==> config.mk <==
export PLATFORM = sky130hd
export DESIGN_NAME = pic_int_sequencer_flat
export DESIGN_NICKNAME = d
export VERILOG_FILES = /design/src/rtl/pic_int_sequencer_if.sv /design/src/rtl/pic_int_sequencer.sv /design/src/flat_wrapper.sv
export SDC_FILE = /design/constraint.sdc
export NUM_CORES = 1
export LEC_CHECK = 0
export BUFFER_PORTS_ARGS = -buffer_cell sky130_fd_sc_hd__buf_4
export CORE_MARGIN = 5
export CORE_UTILIZATION = 58
export DETAILED_ROUTE_END_ITERATION = 16
export PLACE_DENSITY = 0.81
export SYNTH_ARGS = -nofsm -noshare
export SYNTH_HDL_FRONTEND = slang
export SYNTH_SLANG_ARGS = --single-unit
==> constraint.sdc <==
create_clock -name clk -period 6.4 [get_ports clk]
set_clock_uncertainty 0.2 [all_clocks]
set_input_delay 0.32 -clock clk [delete_from_list [all_inputs] [get_ports clk]]
set_output_delay 0.32 -clock clk [all_outputs]
set_load 0.05 [all_outputs]
==> src/rtl/pic_int_sequencer_if.sv <==
// Bus bundle between the PIC interrupt sequencer and its neighbours:
// IRR/IMR inputs, ICW/OCW control, the INTA handshake and the vector bus.
interface pic_int_sequencer_if;
  logic [7:0] IRR;
  logic [7:0] Mask;
  logic [4:0] vector_base;
  logic       aeoi;
  logic       rot_aeoi;
  logic       eoi_valid;
  logic       eoi_specific;
  logic [2:0] eoi_level;
  logic       eoi_rotate;
  logic       inta_n;
  logic       INT;
  logic [7:0] irr_clear;
  logic [7:0] ISR;
  logic [7:0] data_out;
  logic       data_oe;

  modport slave (
    input  IRR, Mask, vector_base, aeoi, rot_aeoi,
    input  eoi_valid, eoi_specific, eoi_level, eoi_rotate, inta_n,
    output INT, irr_clear, ISR, data_out, data_oe
  );

  modport master (
    output IRR, Mask, vector_base, aeoi, rot_aeoi,
    output eoi_valid, eoi_specific, eoi_level, eoi_rotate, inta_n,
    input  INT, irr_clear, ISR, data_out, data_oe
  );
endinterface

==> src/rtl/pic_int_sequencer.sv <==
// 8259-style interrupt sequencer: rotating priority resolution against ISR,
// two-pulse INTA handshake, ISR set/clear (EOI and AEOI) and vector output.
module pic_int_sequencer #(
  parameter logic [2:0] RESET_LOWEST = 3'd7
) (
  input logic              clk,
  input logic              reset_n,
  pic_int_sequencer_if.slave bus
);

  typedef enum logic [2:0] {S_IDLE, S_REQ, S_ACK1, S_GAP, S_ACK2} state_t;

  state_t     r_state, w_state_n;
  logic       r_int, w_int_n;
  logic [7:0] r_irr_clear, w_irr_clear_n;
  logic [7:0] r_isr, w_isr_n;
  logic [7:0] r_data_out, w_data_out_n;
  logic       r_data_oe, w_data_oe_n;
  logic [2:0] r_lowest, w_lowest_n;
  logic [2:0] r_level, w_level_n;
  logic       r_spur, w_spur_n;
  logic       r_inta_prev;

  logic [7:0] w_req, w_isr_set, w_isr_clr;
  logic [2:0] w_pend_hi, w_isr_hi;
  logic       w_pending, w_fall, w_rise;

  // Position in the priority order; 0 is the level just after 'low'.
  function automatic logic [2:0] f_rank(input logic [2:0] lvl, input logic [2:0] low);
    return lvl - low - 3'd1;
  endfunction

  // Highest-priority set bit; scanning from the far end lets the nearest win.
  function automatic logic [2:0] f_top(input logic [7:0] v, input logic [2:0] low);
    logic [2:0] idx;
    f_top = low;
    for (int i = 8; i >= 1; i--) begin
      idx = low + 3'(i);
      if (v[idx]) f_top = idx;
    end
  endfunction

  function automatic logic [7:0] f_onehot(input logic [2:0] lvl);
    return 8'd1 << lvl;
  endfunction

  always_comb begin
    w_req     = bus.IRR & ~bus.Mask;
    w_pend_hi = f_top(w_req, r_lowest);
    w_isr_hi  = f_top(r_isr, r_lowest);
    w_pending = (|w_req) &&
                (~|r_isr || (f_rank(w_pend_hi, r_lowest) < f_rank(w_isr_hi, r_lowest)));
    w_fall    = r_inta_prev & ~bus.inta_n;
    w_rise    = ~r_inta_prev & bus.inta_n;
  end

  always_comb begin
    w_state_n     = r_state;
    w_int_n       = 1'b0;
    w_irr_clear_n = '0;
    w_data_out_n  = r_data_out;
    w_data_oe_n   = r_data_oe;
    w_level_n     = r_level;
    w_spur_n      = r_spur;
    w_lowest_n    = r_lowest;
    w_isr_set     = '0;
    w_isr_clr     = '0;

    case (r_state)
      S_IDLE: begin
        if (w_pending) begin
          w_state_n = S_REQ;
          w_int_n   = 1'b1;
        end
      end
      S_REQ: begin
        w_int_n = 1'b1;
        if (w_fall) begin
          w_int_n   = 1'b0;
          w_state_n = S_ACK1;
          if (w_pending) begin
            w_level_n     = w_pend_hi;
            w_spur_n      = 1'b0;
            w_isr_set     = f_onehot(w_pend_hi);
            w_irr_clear_n = f_onehot(w_pend_hi);
          end else begin
            w_level_n = 3'd7;
            w_spur_n  = 1'b1;
          end
        end
      end
      S_ACK1: begin
        if (w_rise) w_state_n = S_GAP;
      end
      S_GAP: begin
        if (w_fall) begin
          w_state_n    = S_ACK2;
          w_data_out_n = {bus.vector_base, r_level};
          w_data_oe_n  = 1'b1;
        end
      end
      S_ACK2: begin
        if (w_rise) begin
          w_state_n    = S_IDLE;
          w_data_out_n = '0;
          w_data_oe_n  = 1'b0;
          if (bus.aeoi && !r_spur) begin
            w_isr_clr = f_onehot(r_level);
            if (bus.rot_aeoi) w_lowest_n = r_level;
          end
        end
      end
      default: w_state_n = S_IDLE;
    endcase

    // EOI sits after AEOI so its rotation takes precedence.
    if (bus.eoi_valid) begin
      if (bus.eoi_specific) begin
        w_isr_clr = w_isr_clr | f_onehot(bus.eoi_level);
        if (bus.eoi_rotate) w_lowest_n = bus.eoi_level;
      end else if (|r_isr) begin
        w_isr_clr = w_isr_clr | f_onehot(w_isr_hi);
        if (bus.eoi_rotate) w_lowest_n = w_isr_hi;
      end
    end

    w_isr_n = (r_isr & ~w_isr_clr) | w_isr_set;
  end

  always_ff @(posedge clk) begin
    if (!reset_n) begin
      r_state     <= S_IDLE;
      r_int       <= 1'b0;
      r_irr_clear <= '0;
      r_isr       <= '0;
      r_data_out  <= '0;
      r_data_oe   <= 1'b0;
      r_lowest    <= RESET_LOWEST;
      r_level     <= 3'd0;
      r_spur      <= 1'b0;
      r_inta_prev <= 1'b1;
    end else begin
      r_state     <= w_state_n;
      r_int       <= w_int_n;
      r_irr_clear <= w_irr_clear_n;
      r_isr       <= w_isr_n;
      r_data_out  <= w_data_out_n;
      r_data_oe   <= w_data_oe_n;
      r_lowest    <= w_lowest_n;
      r_level     <= w_level_n;
      r_spur      <= w_spur_n;
      r_inta_prev <= bus.inta_n;
    end
  end

  assign bus.INT       = r_int;
  assign bus.irr_clear = r_irr_clear;
  assign bus.ISR       = r_isr;
  assign bus.data_out  = r_data_out;
  assign bus.data_oe   = r_data_oe;

endmodule

==> src/flat_wrapper.sv <==
// flat-port wrapper written by rule: the top's interface ports become plain ports
module pic_int_sequencer_flat 
#(
  parameter logic [2:0] RESET_LOWEST = 3'd7
)
  (clk, reset_n, bus_IRR, bus_Mask, bus_vector_base, bus_aeoi, bus_rot_aeoi, bus_eoi_valid, bus_eoi_specific, bus_eoi_level, bus_eoi_rotate, bus_inta_n, bus_INT, bus_irr_clear, bus_ISR, bus_data_out, bus_data_oe);
  pic_int_sequencer_if bus_i ();
  input logic clk;
  input logic reset_n;
  input wire logic [$bits(bus_i.IRR)-1:0] bus_IRR;
  input wire logic [$bits(bus_i.Mask)-1:0] bus_Mask;
  input wire logic [$bits(bus_i.vector_base)-1:0] bus_vector_base;
  input wire logic [$bits(bus_i.aeoi)-1:0] bus_aeoi;
  input wire logic [$bits(bus_i.rot_aeoi)-1:0] bus_rot_aeoi;
  input wire logic [$bits(bus_i.eoi_valid)-1:0] bus_eoi_valid;
  input wire logic [$bits(bus_i.eoi_specific)-1:0] bus_eoi_specific;
  input wire logic [$bits(bus_i.eoi_level)-1:0] bus_eoi_level;
  input wire logic [$bits(bus_i.eoi_rotate)-1:0] bus_eoi_rotate;
  input wire logic [$bits(bus_i.inta_n)-1:0] bus_inta_n;
  output wire logic [$bits(bus_i.INT)-1:0] bus_INT;
  output wire logic [$bits(bus_i.irr_clear)-1:0] bus_irr_clear;
  output wire logic [$bits(bus_i.ISR)-1:0] bus_ISR;
  output wire logic [$bits(bus_i.data_out)-1:0] bus_data_out;
  output wire logic [$bits(bus_i.data_oe)-1:0] bus_data_oe;
  assign bus_i.IRR = bus_IRR;
  assign bus_i.Mask = bus_Mask;
  assign bus_i.vector_base = bus_vector_base;
  assign bus_i.aeoi = bus_aeoi;
  assign bus_i.rot_aeoi = bus_rot_aeoi;
  assign bus_i.eoi_valid = bus_eoi_valid;
  assign bus_i.eoi_specific = bus_eoi_specific;
  assign bus_i.eoi_level = bus_eoi_level;
  assign bus_i.eoi_rotate = bus_eoi_rotate;
  assign bus_i.inta_n = bus_inta_n;
  assign bus_INT = bus_i.INT;
  assign bus_irr_clear = bus_i.irr_clear;
  assign bus_ISR = bus_i.ISR;
  assign bus_data_out = bus_i.data_out;
  assign bus_data_oe = bus_i.data_oe;
  pic_int_sequencer #(.RESET_LOWEST(RESET_LOWEST)) u_core (.clk(clk), .reset_n(reset_n), .bus(bus_i));
endmodule
# Yosys cells after proc, flatten, opt, wreduce, memory -nomap -nowiden
# Cells that the tools add are included.
[op_classes] addsub=11 magnitude_cmp=8 n_eq_ne=9 shifts=4 mux=77 bitwise=11 reduce_logical=12
[op_table] op="$mux W8" count=11
[op_table] op="$mux W3" count=29
[op_table] op="$bmux W1 S3" count=14
[op_table] op="$shl A1 B3 Y8 const A" count=4
[op_table] op="$lt A3 B4 Y1 const B" count=7
[op_table] op="$or A8 B8 Y8" count=3
[op_table] op="$mux W1" count=19
[op_table] op="$and A8 B8 Y8" count=2
[op_table] op="$not A8 Y8" count=2
[op_table] op="$pmux W8 S2" count=1
[op_table] op="$reduce_or A8 Y1" count=2
[op_table] op="$pmux W3 S5" count=1
[op_table] op="$add A3 B3 Y3 const B" count=4
[op_table] op="$ne A2 B1 Y1 const B" count=5
[op_table] op="$add A3 B2 Y3 const B" count=2
[op_table] op="$eq A3 B2 Y1 const B" count=2
[op_table] op="$sub A3 B1 Y3 const B" count=2
[op_table] op="$sub A3 B3 Y3" count=2
[op_table] op="$reduce_and A5 Y1" count=1
[op_table] op="$pmux W1 S2" count=2
[op_table] op="$add A3 B1 Y3 const B" count=1
[op_table] op="$eq A3 B1 Y1 const B" count=1
[op_table] op="$eq A3 B3 Y1 const B" count=1
[op_table] op="$logic_not A3 Y1" count=1
[op_table] op="other kinds (9)" count=13
[word_totals] ff_bits=37 in_bits=32 out_inout_bits=26 wordCells=142

# Logic depth before layout (Yosys ltp)
# Gate-level depths: netlist (run 1).
[depth] depth_word=20 ltp_mapped=23 mapped_depth_nobuf=19

# Worst setup path before layout (run 1)
# No wires, ideal clock.
[synth_path] path_kind="register to register" startpoint="register u_core.r_lowest[0]" endpoint="register u_core.r_isr[5] (netlist: u_core.bus.ISR[5])" setup_time_ns=0.075 t_arrival_ns=4.919 required_time_ns=6.125 setup_slack_ns=1.206 stages_incl_launch_ff=22 path_buffers=3 period_less_slack_ns=5.194 path_cell_list="dfxtp_1 -> buf_4 -> inv_4 -> buf_2 -> ha_1 -> xor2_2 -> mux2_4 -> a211o_1 -> and4_1 -> or4_1 -> a32o_2 -> inv_2 -> fa_1 -> inv_1 -> ha_1 -> a21o_1 -> a21o_1 -> a22oi_1 -> and3_1 -> nand2b_1 -> buf_2 -> o22ai_1"
[synth_via] elab_chain_len=19 elab_cells_between_ends=68 cone_classes="11 x add/sub; 1 x order compare; 2 x shift; 48 x mux; 4 x bitwise; 2 x reduce/logical"
[synth_lines] item="start, declared" line_no="pic_int_sequencer.sv:19" text="logic [2:0] r_lowest, w_lowest_n;"
[synth_lines] item="start signal, assigned" line_no="pic_int_sequencer.sv:149" text="r_lowest <= w_lowest_n;"
[synth_lines] item="$add A3 B3 Y3" line_no="pic_int_sequencer.sv:38" text="idx = low + 3'(i);"
[synth_lines] item="$bmux W1 S3" line_no="pic_int_sequencer.sv:39" text="if (v[idx]) f_top = idx;"
[synth_lines] item="$mux W1 (implied by the code)" line_no="pic_int_sequencer.sv:39"
[synth_lines] item="$mux W3 (7 in series)" line_no="pic_int_sequencer.sv:39"
[synth_lines] item="$sub A3 B3 Y3" line_no="pic_int_sequencer.sv:30" text="return lvl - low - 3'd1;"
[synth_lines] item="$sub A3 B1 Y3" line_no="pic_int_sequencer.sv:30"
[synth_lines] item="$lt A3 B3 Y1" line_no="pic_int_sequencer.sv:52" text="(~|r_isr || (f_rank(w_pend_hi, r_lowest) < f_rank(w_isr_hi, r_lowest)));"
[synth_lines] item="$logic_or A1 B1 Y1" line_no="pic_int_sequencer.sv:52"
[synth_lines] item="$logic_and A1 B1 Y1" line_no="pic_int_sequencer.sv:51" text="w_pending = (|w_req) &&"
[synth_lines] item="$mux W8" line_no="pic_int_sequencer.sv:81" text="if (w_pending) begin"
[synth_lines] item="$mux W8" line_no="pic_int_sequencer.sv:78" text="if (w_fall) begin"
[synth_lines] item="$mux W8" line_no="pic_int_sequencer.sv:69" text="case (r_state)"
[synth_lines] item="$or A8 B8 Y8 (*)" line_no="pic_int_sequencer.sv:127" text="w_isr_n = (r_isr & ~w_isr_clr) | w_isr_set;"
[synth_lines] item="end signal, assigned" line_no="pic_int_sequencer.sv:146" text="r_isr <= w_isr_n;"
[synth_lines] item="end, declared" line_no="pic_int_sequencer.sv:16" text="logic [7:0] r_isr, w_isr_n;"
# Every way passes the cells marked *; elsewhere a longest branch is shown, timed or not. The select of a mux whose other input is x is not followed.
# A chain may end at the register's enable or synchronous reset.

# Worst setup path in the final report (run 1)
[layout_path] startpoint="register u_core.r_lowest[1]" endpoint="register u_core.r_isr[4] (netlist: u_core.bus.ISR[4])"
# The elaborated chain is that of the path after synthesis.

==> metrics.md, run 1 <==
| Metric | Value |
|---|---|
| Antenna Cells | `0` |
| Final WL | `11.0 mm` |
| Port-buffer cells | `57` |
| Final hold vios | `0` |
| Worst setup SP type | `register` |
| Placer Congestion | `0.942` |
| Initial core utilization | `0.589` |
| Syn-to-layout area delta | `13.7%` |
| Setup slack after layout | `615 ps` |
| Avg Cell Area, Syn | `8.68 sq um` |
| Power density over the cells | `213 nW/um^2` |
| Post_cts resized | `0` |
| Syn Nets | `466` |
| Commonest register cell after synthesis | `dfxtp_1` |
| Fin util | `0.670` |
| Yosys reg bits | `37` |
| FFs w/ async S/R, synth | `0` |
| CTS sink cnt | `37` |
| Register share of total power | `0.299` |
| DRC Markers | `0` |
| Drt first pass iters | `5` |
| DR iter-0 viols | `404` |
| Dpl ws | `766 ps` |
| Hold Crit Depth | `2` |
| Die X | `89.9 um` |
| R2R depth | `19` |
| Count of cell types in the netlist | `73` |
| CP endpoint kind | `register` |
| Clk pin slew, worst setup/hold paths | `80 ps` |
| Slew Limit Headroom | `0.279` |
| Combinational Power Share | `0.512` |
| Leading area contributor after synthesis | `dfxtp_1` |
| CTS tree | `yes` |
| Antenna violations before repair | `0` |
| Largest net degree at the start of global routing | `31` |
| Switching Fraction | `0.436` |
| Clock root cell | `clkbuf_8` |
| Sequential share of the synthesized area | `0.200` |
| Synth top area share | `0.200` |
| Chip height | `89.9 um` |
| Fin crit period | `5790 ps` |
| Pint | `0.000506 W` |
| Final slew viol count | `0` |
| Clock power frac | `0.189` |
| Yosys Warn Count | `0` |
| First-pass GRT wire length | `18.0 mm` |
| Status | `complete, no violations` |
| Critical-path cell list | `inv_2 -> ha_1 -> xnor2_2 -> mux4_2 -> mux2i_1 -> nor4b_1 -> a211o_1 -> or2_1 -> inv_2 -> ha_1 -> fa_1 -> xnor2_1 -> xnor2_1 -> ha_1 -> a21o_1 -> a22oi_1 -> and3_1 -> nand2b_1 -> o21ai_1` |
| Most used cell, CP | `ha_1` |
| Final Cycle Share | `0.904` |
| Max Cap Viol | `0` |
| EDFF count, synth | `0` |
| RSZ-0062 raised after global routing | `no` |
| Final antenna-violating net count | `0` |
| Peak supply drop | `171 uV` |
| Via Count | `3,794` |
| Critical Path RT | `6430 ps` |
| IO Pins | `58` |
| Die area | `8070 sq um` |
| Final setup TNS | `0 ps` |
| Post-CTS Hold Buffers | `0` |
| H-tree Lvls | `2` |
| Psw | `0.000391 W` |
| Hold Slack | `40.6 ps` |
| Dpl hpwl | `8.06 mm` |
| Nets | `505` |
| Count of final setup violators | `0` |
| Critical Path Fanout Max | `12` |
| Inserted Clock Buffers | `5` |
| Gr usage total | `0.266` |
| Flop2flop setup slack | `610 ps` |
| Max clock buf depth | `2` |
| Fmax | `0.173 GHz` |
| Layout cells sized above 1 | `0.253` |
| Filler Cell Count | `528` |
| Top cells by area, synth | `dfxtp_1, mux4_2, mux2i_1, nand2_1, nor2b_1` |
| Routed length per instance | `20.2 um` |
| CP max stage delay | `560 ps` |
| Synthesized area | `3700 sq um` |
| DR vias/cell | `6.99` |
| Synth cell count leaders | `dfxtp_1, nand2_1, mux2i_1` |
| Remaining Overflow, GRT | `0` |
| CP Class | `reg -> reg` |
| Slowest CP cell | `dfxtp_1` |
| # rows | `29` |
| Syn Inst Count | `426` |
| Clock network latency to the later pin of the worst-skew pair | `300 ps` |
| Core Region | `6280 sq um` |
| Post-CTS Setup Bufs | `0` |
| Vias in the first global route | `3,560` |
| Cell leakage power | `1.69 nW` |
| Crit path arrival time | `5810 ps` |
| Worst Tran Pin Value | `1070 ps` |
| Hold/Removal Path Class | `in -> reg` |
## power by group through the flow
stage	Sequential [W]	Clock [W]	Combinational, W
5_1_grt	0.000270	0.000180	0.000501
3_5_place_dp	0.000273	0	0.000448
2_1_floorplan	0.000278	0	0.000337
6_report	0.000268	0.000169	0.000459
4_1_cts	0.000267	0.000171	0.000452
3_3_place_gp	0.000272	0	0.000434
## area by class of cell
type / count / area, sq um / share of cell area
Multi-Input combinational cell: 347 / 2760 / 0.657
Sequential cell: 37 / 741 / 0.176
Clock inverter: 3 / 17.5 / 0.00417
Timing Repair Buffer: 63 / 473 / 0.113
Inverter: 11 / 43.8 / 0.0104
Tap cell: 77 / 96.3 / 0.0229
Clock buffer: 5 / 68.8 / 0.0164
## cell families after synthesis
| logic type | share of synthesized area |
|---|---|
| fa+ha+maj | 0.0311 |
| compound gates | 0.225 |
| flops | 0.200 |
| mux | 0.230 |
| xor+xnor | 0.0345 |
| simple gates | 0.227 |
| buf+inv | 0.0524 |
## metrics by stage
step	area (sq um)	total power [W]	std cells
5_1_grt	4200	0.000950	543
2_1_floorplan	3700	0.000615	426
3_3_place_gp	4120	0.000706	535
6_report	4200	0.000897	543
4_1_cts	4200	0.000890	543
3_5_place_dp	4120	0.000720	535
## final timing paths
check                                                    start                            end
worst max-delay path             u_core.r_lowest[1]$_SDFF_PN1_   u_core.bus.ISR[4]$_SDFF_PN0_
worst min-delay path                                bus_inta_n  u_core.r_inta_prev$_SDFF_PN1_
worst max register to register   u_core.r_lowest[1]$_SDFF_PN1_   u_core.bus.ISR[4]$_SDFF_PN0_
worst min register to register  u_core.r_state[1]$_SDFFE_PN0P_      u_core.bus.INT$_SDFF_PN0_
## layout by cell type (no fill, tap or decap), drive strengths merged, types with 4 or more instances in the layout
cell    netlist  final
mux2          7      7
a22oi        11     11
xnor2         9      9
buf          17     63
o21ai        23     23
nand2b       20     20
o31ai         9      9
a31oi         9      9
a21oi        15     15
ha            6      6
mux4         22     22
inv          11     11
nand3        13     13
nor3          5      5
o221a         4      4
nand2        37     37
o32ai         4      4
clkbuf       14      5
nor3b         4      4
nor4          6      6
o211ai        6      6
nor2         24     24
mux2i        27     27
nor2b        22     22
dfxtp        37     37
o311ai        7      7
## flip-flops by register name, summed over array words and instances, names as in the netlist
signal and count:
u_core.r_level 3, u_core.r_spur 1, u_core.r_inta_prev 1, u_core.bus.data_out 8, u_core.bus.irr_clear 8, u_core.r_lowest 3
u_core.bus.INT 1, u_core.bus.ISR 8, u_core.bus.data_oe 1, u_core.r_state 3
## routing by layer
| layer | share of wire | track usage |
|---|---|---|
| met5 | 0 | 0 |
| met4 | 0.038 | 0.115 |
| met3 | 0.091 | 0.0601 |
| met2 | 0.47 | 0.439 |
| met1 | 0.40 | 0.332 |
## worst max-delay path, delay by kind of cell (launching register included)
kind / cells / cell delay [ps]
AO/OA/AOI/OAI: 4 / 890
multiplexers: 2 / 730
flip-flops: 1 / 560
XOR/XNOR: 3 / 760
buffers and inverters: 2 / 350
adder cells (fa/ha/maj): 4 / 1220
AND/OR/NAND/NOR: 4 / 1000
No activity file was read; power rests on OpenSTA's default activity.
==> inputs of run 2 (changes only) <==
Settings changed: CORE_ASPECT_RATIO set to 1.1.
==> run 2 against run 1 <==
- fmax decreased by 0.50%
- combinational power increased by 2%
- first-iteration DRC count increased by 7.2%
- via count increased by 0.55%
- sequential share of layout area decreased by 0.099 points
- non-clock buffer count increased by 3
- worst setup slack got worse by 29 ps
- power decreased by 0.14%
- critical path type unchanged
- critical endpoint is now u_core.bus.ISR[5]$_SDFF_PN0_
- largest cell class unchanged
- largest power group unchanged
==> metrics.md, run 2 (synthesis gave the netlist of run 1 again) <==
| Metric | Value |
|---|---|
| Dpl hpwl | `8.08 mm (was 8.06 mm)` |
| Multi-input gate area | `2760 sq um (unchanged)` |
| Slew Limit Headroom | `0.300 (was 0.279)` |
| Chip height | `93.8 um (was 89.9 um)` |
| Via Count | `3,815 (was 3,794)` |
| Nets | `508 (was 505)` |
| Max Cap Viol | `0 (unchanged)` |
| Peak supply drop | `193 uV (was 171 uV)` |
| Fmax | `0.172 GHz (was 0.173 GHz)` |
| Post_cts resized | `0 (unchanged)` |
| CP endpoint kind | `register (unchanged)` |
| DR vias/cell | `6.95 (was 6.99)` |
| Final hold vios | `0 (unchanged)` |
| H-tree Lvls | `2 (unchanged)` |
| Hold Crit Depth | `2 (unchanged)` |
| Max clock buf depth | `2 (unchanged)` |
| DRC Markers | `0 (unchanged)` |
| Layout cells sized above 1 | `0.254 (was 0.253)` |
| Post-CTS Hold Buffers | `0 (unchanged)` |
| Clk pin slew, worst setup/hold paths | `80 ps (about the same)` |
| Die area | `8080 sq um (was 8070 sq um)` |
| Hold Path Sink | `u_core.r_inta_prev$_SDFF_PN1_ (unchanged)` |
| Vias in the first global route | `3,580 (was 3,560)` |
| Post-CTS Setup Bufs | `0 (unchanged)` |
| Die X | `86.1 um (was 89.9 um)` |
| Critical Path RT | `6420 ps (was 6430 ps)` |
| Initial core utilization | `0.597 (was 0.589)` |
| Final antenna-violating net count | `0 (unchanged)` |
| Placed insts | `541 (was 535)` |
| Dpl ws | `666 ps (was 766 ps)` |
| Inserted Clock Buffers | `5 (unchanged)` |
| DR iter-0 viols | `433 (was 404)` |
| Crit path from | `u_core.r_lowest[0]$_SDFF_PN1_ (was u_core.r_lowest[1]$_SDFF_PN1_)` |
| Hold/Removal Path Class | `in -> reg (unchanged)` |
| CP max stage delay | `610 ps (was 560 ps)` |
| Commonest non-fill, non-tap cell in the layout | `buf_4 (unchanged)` |
| Drt first pass iters | `7 (was 5)` |
| CTS tree | `yes (unchanged)` |
| Antenna violations before repair | `0 (unchanged)` |
| Critical Path Fanout Max | `11 (was 12)` |
| First-pass GRT wire length | `17.8 mm (was 18.0 mm)` |
| Gr usage total | `0.273 (was 0.266)` |
| Placer Congestion | `0.985 (was 0.942)` |
| Setup slack after layout | `585 ps (was 615 ps)` |
| RSZ-0062 raised after global routing | `no (unchanged)` |
| Crit path arrival time | `5840 ps (was 5810 ps)` |
| # rows | `30 (was 29)` |
| CP top delay family | `adder cells (unchanged)` |
| IO Pins | `58 (unchanged)` |
| Final Cycle Share | `0.909 (was 0.904)` |
| Filler Cell Count | `492 (was 528)` |
| Hold path startpoint | `bus_inta_n (unchanged)` |
| Status | `complete, no violations (unchanged)` |
| Final slew viol count | `0 (unchanged)` |
| Syn-to-layout area delta | `14.3% (was 13.7%)` |
| Core Region | `6190 sq um (was 6280 sq um)` |
| Flop2flop setup slack | `590 ps (was 610 ps)` |
| Port-buffer cells | `57 (unchanged)` |
| FF+latch area | `741 sq um (unchanged)` |
| Worst setup SP type | `register (unchanged)` |
| Final setup TNS | `0 ps (unchanged)` |
| Power density over the cells | `212 nW/um^2 (was 213 nW/um^2)` |
| Fin crit period | `5810 ps (was 5790 ps)` |
| Most used cell, CP | `ha_1 (unchanged)` |
| Final WL | `11.0 mm (about the same)` |
| Fin cells | `549 (was 543)` |
| Clock network latency to the later pin of the worst-skew pair | `290 ps (was 300 ps)` |
| Commonest cells after routing, fill and taps aside | `buf_4, nand2_1, dfxtp_1, mux2i_1, nor2_1 (unchanged)` |
| Largest net degree at the start of global routing | `31 (unchanged)` |
| R2R depth | `19 (unchanged)` |
| CTS sink cnt | `37 (unchanged)` |
| Remaining Overflow, GRT | `0 (unchanged)` |
| Critical-path cell list | `inv_4 -> ha_1 -> xnor2_2 -> mux4_2 -> mux2i_1 -> nor4b_1 -> a211o_1 -> or2_1 -> inv_2 -> ha_1 -> fa_1 -> xnor2_1 -> xnor2_1 -> ha_1 -> a21o_1 -> a22oi_1 -> and3_1 -> nand2b_1 -> o22ai_1 (was inv_2 -> ha_1 -> xnor2_2 -> mux4_2 -> mux2i_1 -> nor4b_1 -> a211o_1 -> or2_1 -> inv_2 -> ha_1 -> fa_1 -> xnor2_1 -> xnor2_1 -> ha_1 -> a21o_1 -> a22oi_1 -> and3_1 -> nand2b_1 -> o21ai_1)` |
| R2r startpoint | `u_core.r_lowest[0]$_SDFF_PN1_ (was u_core.r_lowest[1]$_SDFF_PN1_)` |
| Reg-to-reg endpoint | `u_core.bus.ISR[5]$_SDFF_PN0_ (was u_core.bus.ISR[4]$_SDFF_PN0_)` |
| Worst Tran Pin Value | `1040 ps (was 1070 ps)` |
| Cell leakage power | `1.70 nW (was 1.69 nW)` |
| CP Class | `reg -> reg (unchanged)` |
| CP Buf/Inv Count | `2 (unchanged)` |
| Routed length per instance | `20.0 um (was 20.2 um)` |
| Antenna Cells | `0 (unchanged)` |
| Clock root cell | `clkbuf_8 (unchanged)` |
| Slowest CP cell | `dfxtp_1 (unchanged)` |
| Count of final setup violators | `0 (unchanged)` |
==> run 2: cell count changes in the layout (fill, tap and decap cells not counted) <==
cell,change
clkinv_2,-2
clkbuf_1,+2
buf_4,+3
==> run 2: routing by layer <==
layer,track usage,share of wire,vias to the layer above,wire [um]
met2,0.449,0.47,259,5210
met5,0,0,-,0
met3,0.0412,0.10,34,1130
met1,0.356,0.39,1797,4330
met4,0.111,0.028,0,307
li1,-,-,1725,-
==> run 2: cell type report <==
type | instances | share of cell area
Sequential cell | 37 | 0.175
Tap cell | 80 | 0.0237
Clock buffer | 7 | 0.0181
Clock inverter | 1 | 0.00178
Timing Repair Buffer | 66 | 0.117
Multi-Input combinational cell | 347 | 0.654
Inverter | 11 | 0.0104
==> run 2: how the worst max path moves through the flow <==
stage / endpoint / depth (start not counted)
2_1_floorplan: u_core.bus.ISR[5]$_SDFF_PN0_ / 21
3_3_place_gp: u_core.bus.ISR[5]$_SDFF_PN0_ / 18
3_5_place_dp: u_core.bus.ISR[5]$_SDFF_PN0_ / 19
4_1_cts: u_core.bus.ISR[5]$_SDFF_PN0_ / 19
5_1_grt: u_core.bus.ISR[5]$_SDFF_PN0_ / 19
6_report: u_core.bus.ISR[5]$_SDFF_PN0_ / 19
==> run 2: worst register-to-register path: cells and delay by family (launching register included) <==
family	cells	cell delay, ps
AOI/OAI and AO/OA	4	920
muxes	2	700
and+or+nand+nor	4	1090
xor gates and xnor gates	3	820
buffers and inverters	2	190
adders and majority gates	4	1230
DFF	1	610
==> run 2: power breakdown <==
part	switching, W	total [W]	internal (W)
clock network	0.0000814	0.000158	0.0000770
logic	0.000279	0.000469	0.000190
registers	0.0000247	0.000269	0.000244
==> run 2: per-stage QoR <==
| stage | util | power (W) | hold WS [ps] | instance area, sq um |
|---|---|---|---|---|
| floorplan | - | 0.000615 | 221 | 3700 |
| global placement | 0.669 | 0.000714 | 285 | 4140 |
| detailed placement | 0.669 | 0.000730 | 293 | 4140 |
| CTS | 0.683 | 0.000889 | 34.3 | 4230 |
| global route | 0.683 | 0.000953 | 49.6 | 4230 |
| finish | 0.683 | 0.000896 | 30.7 | 4230 |
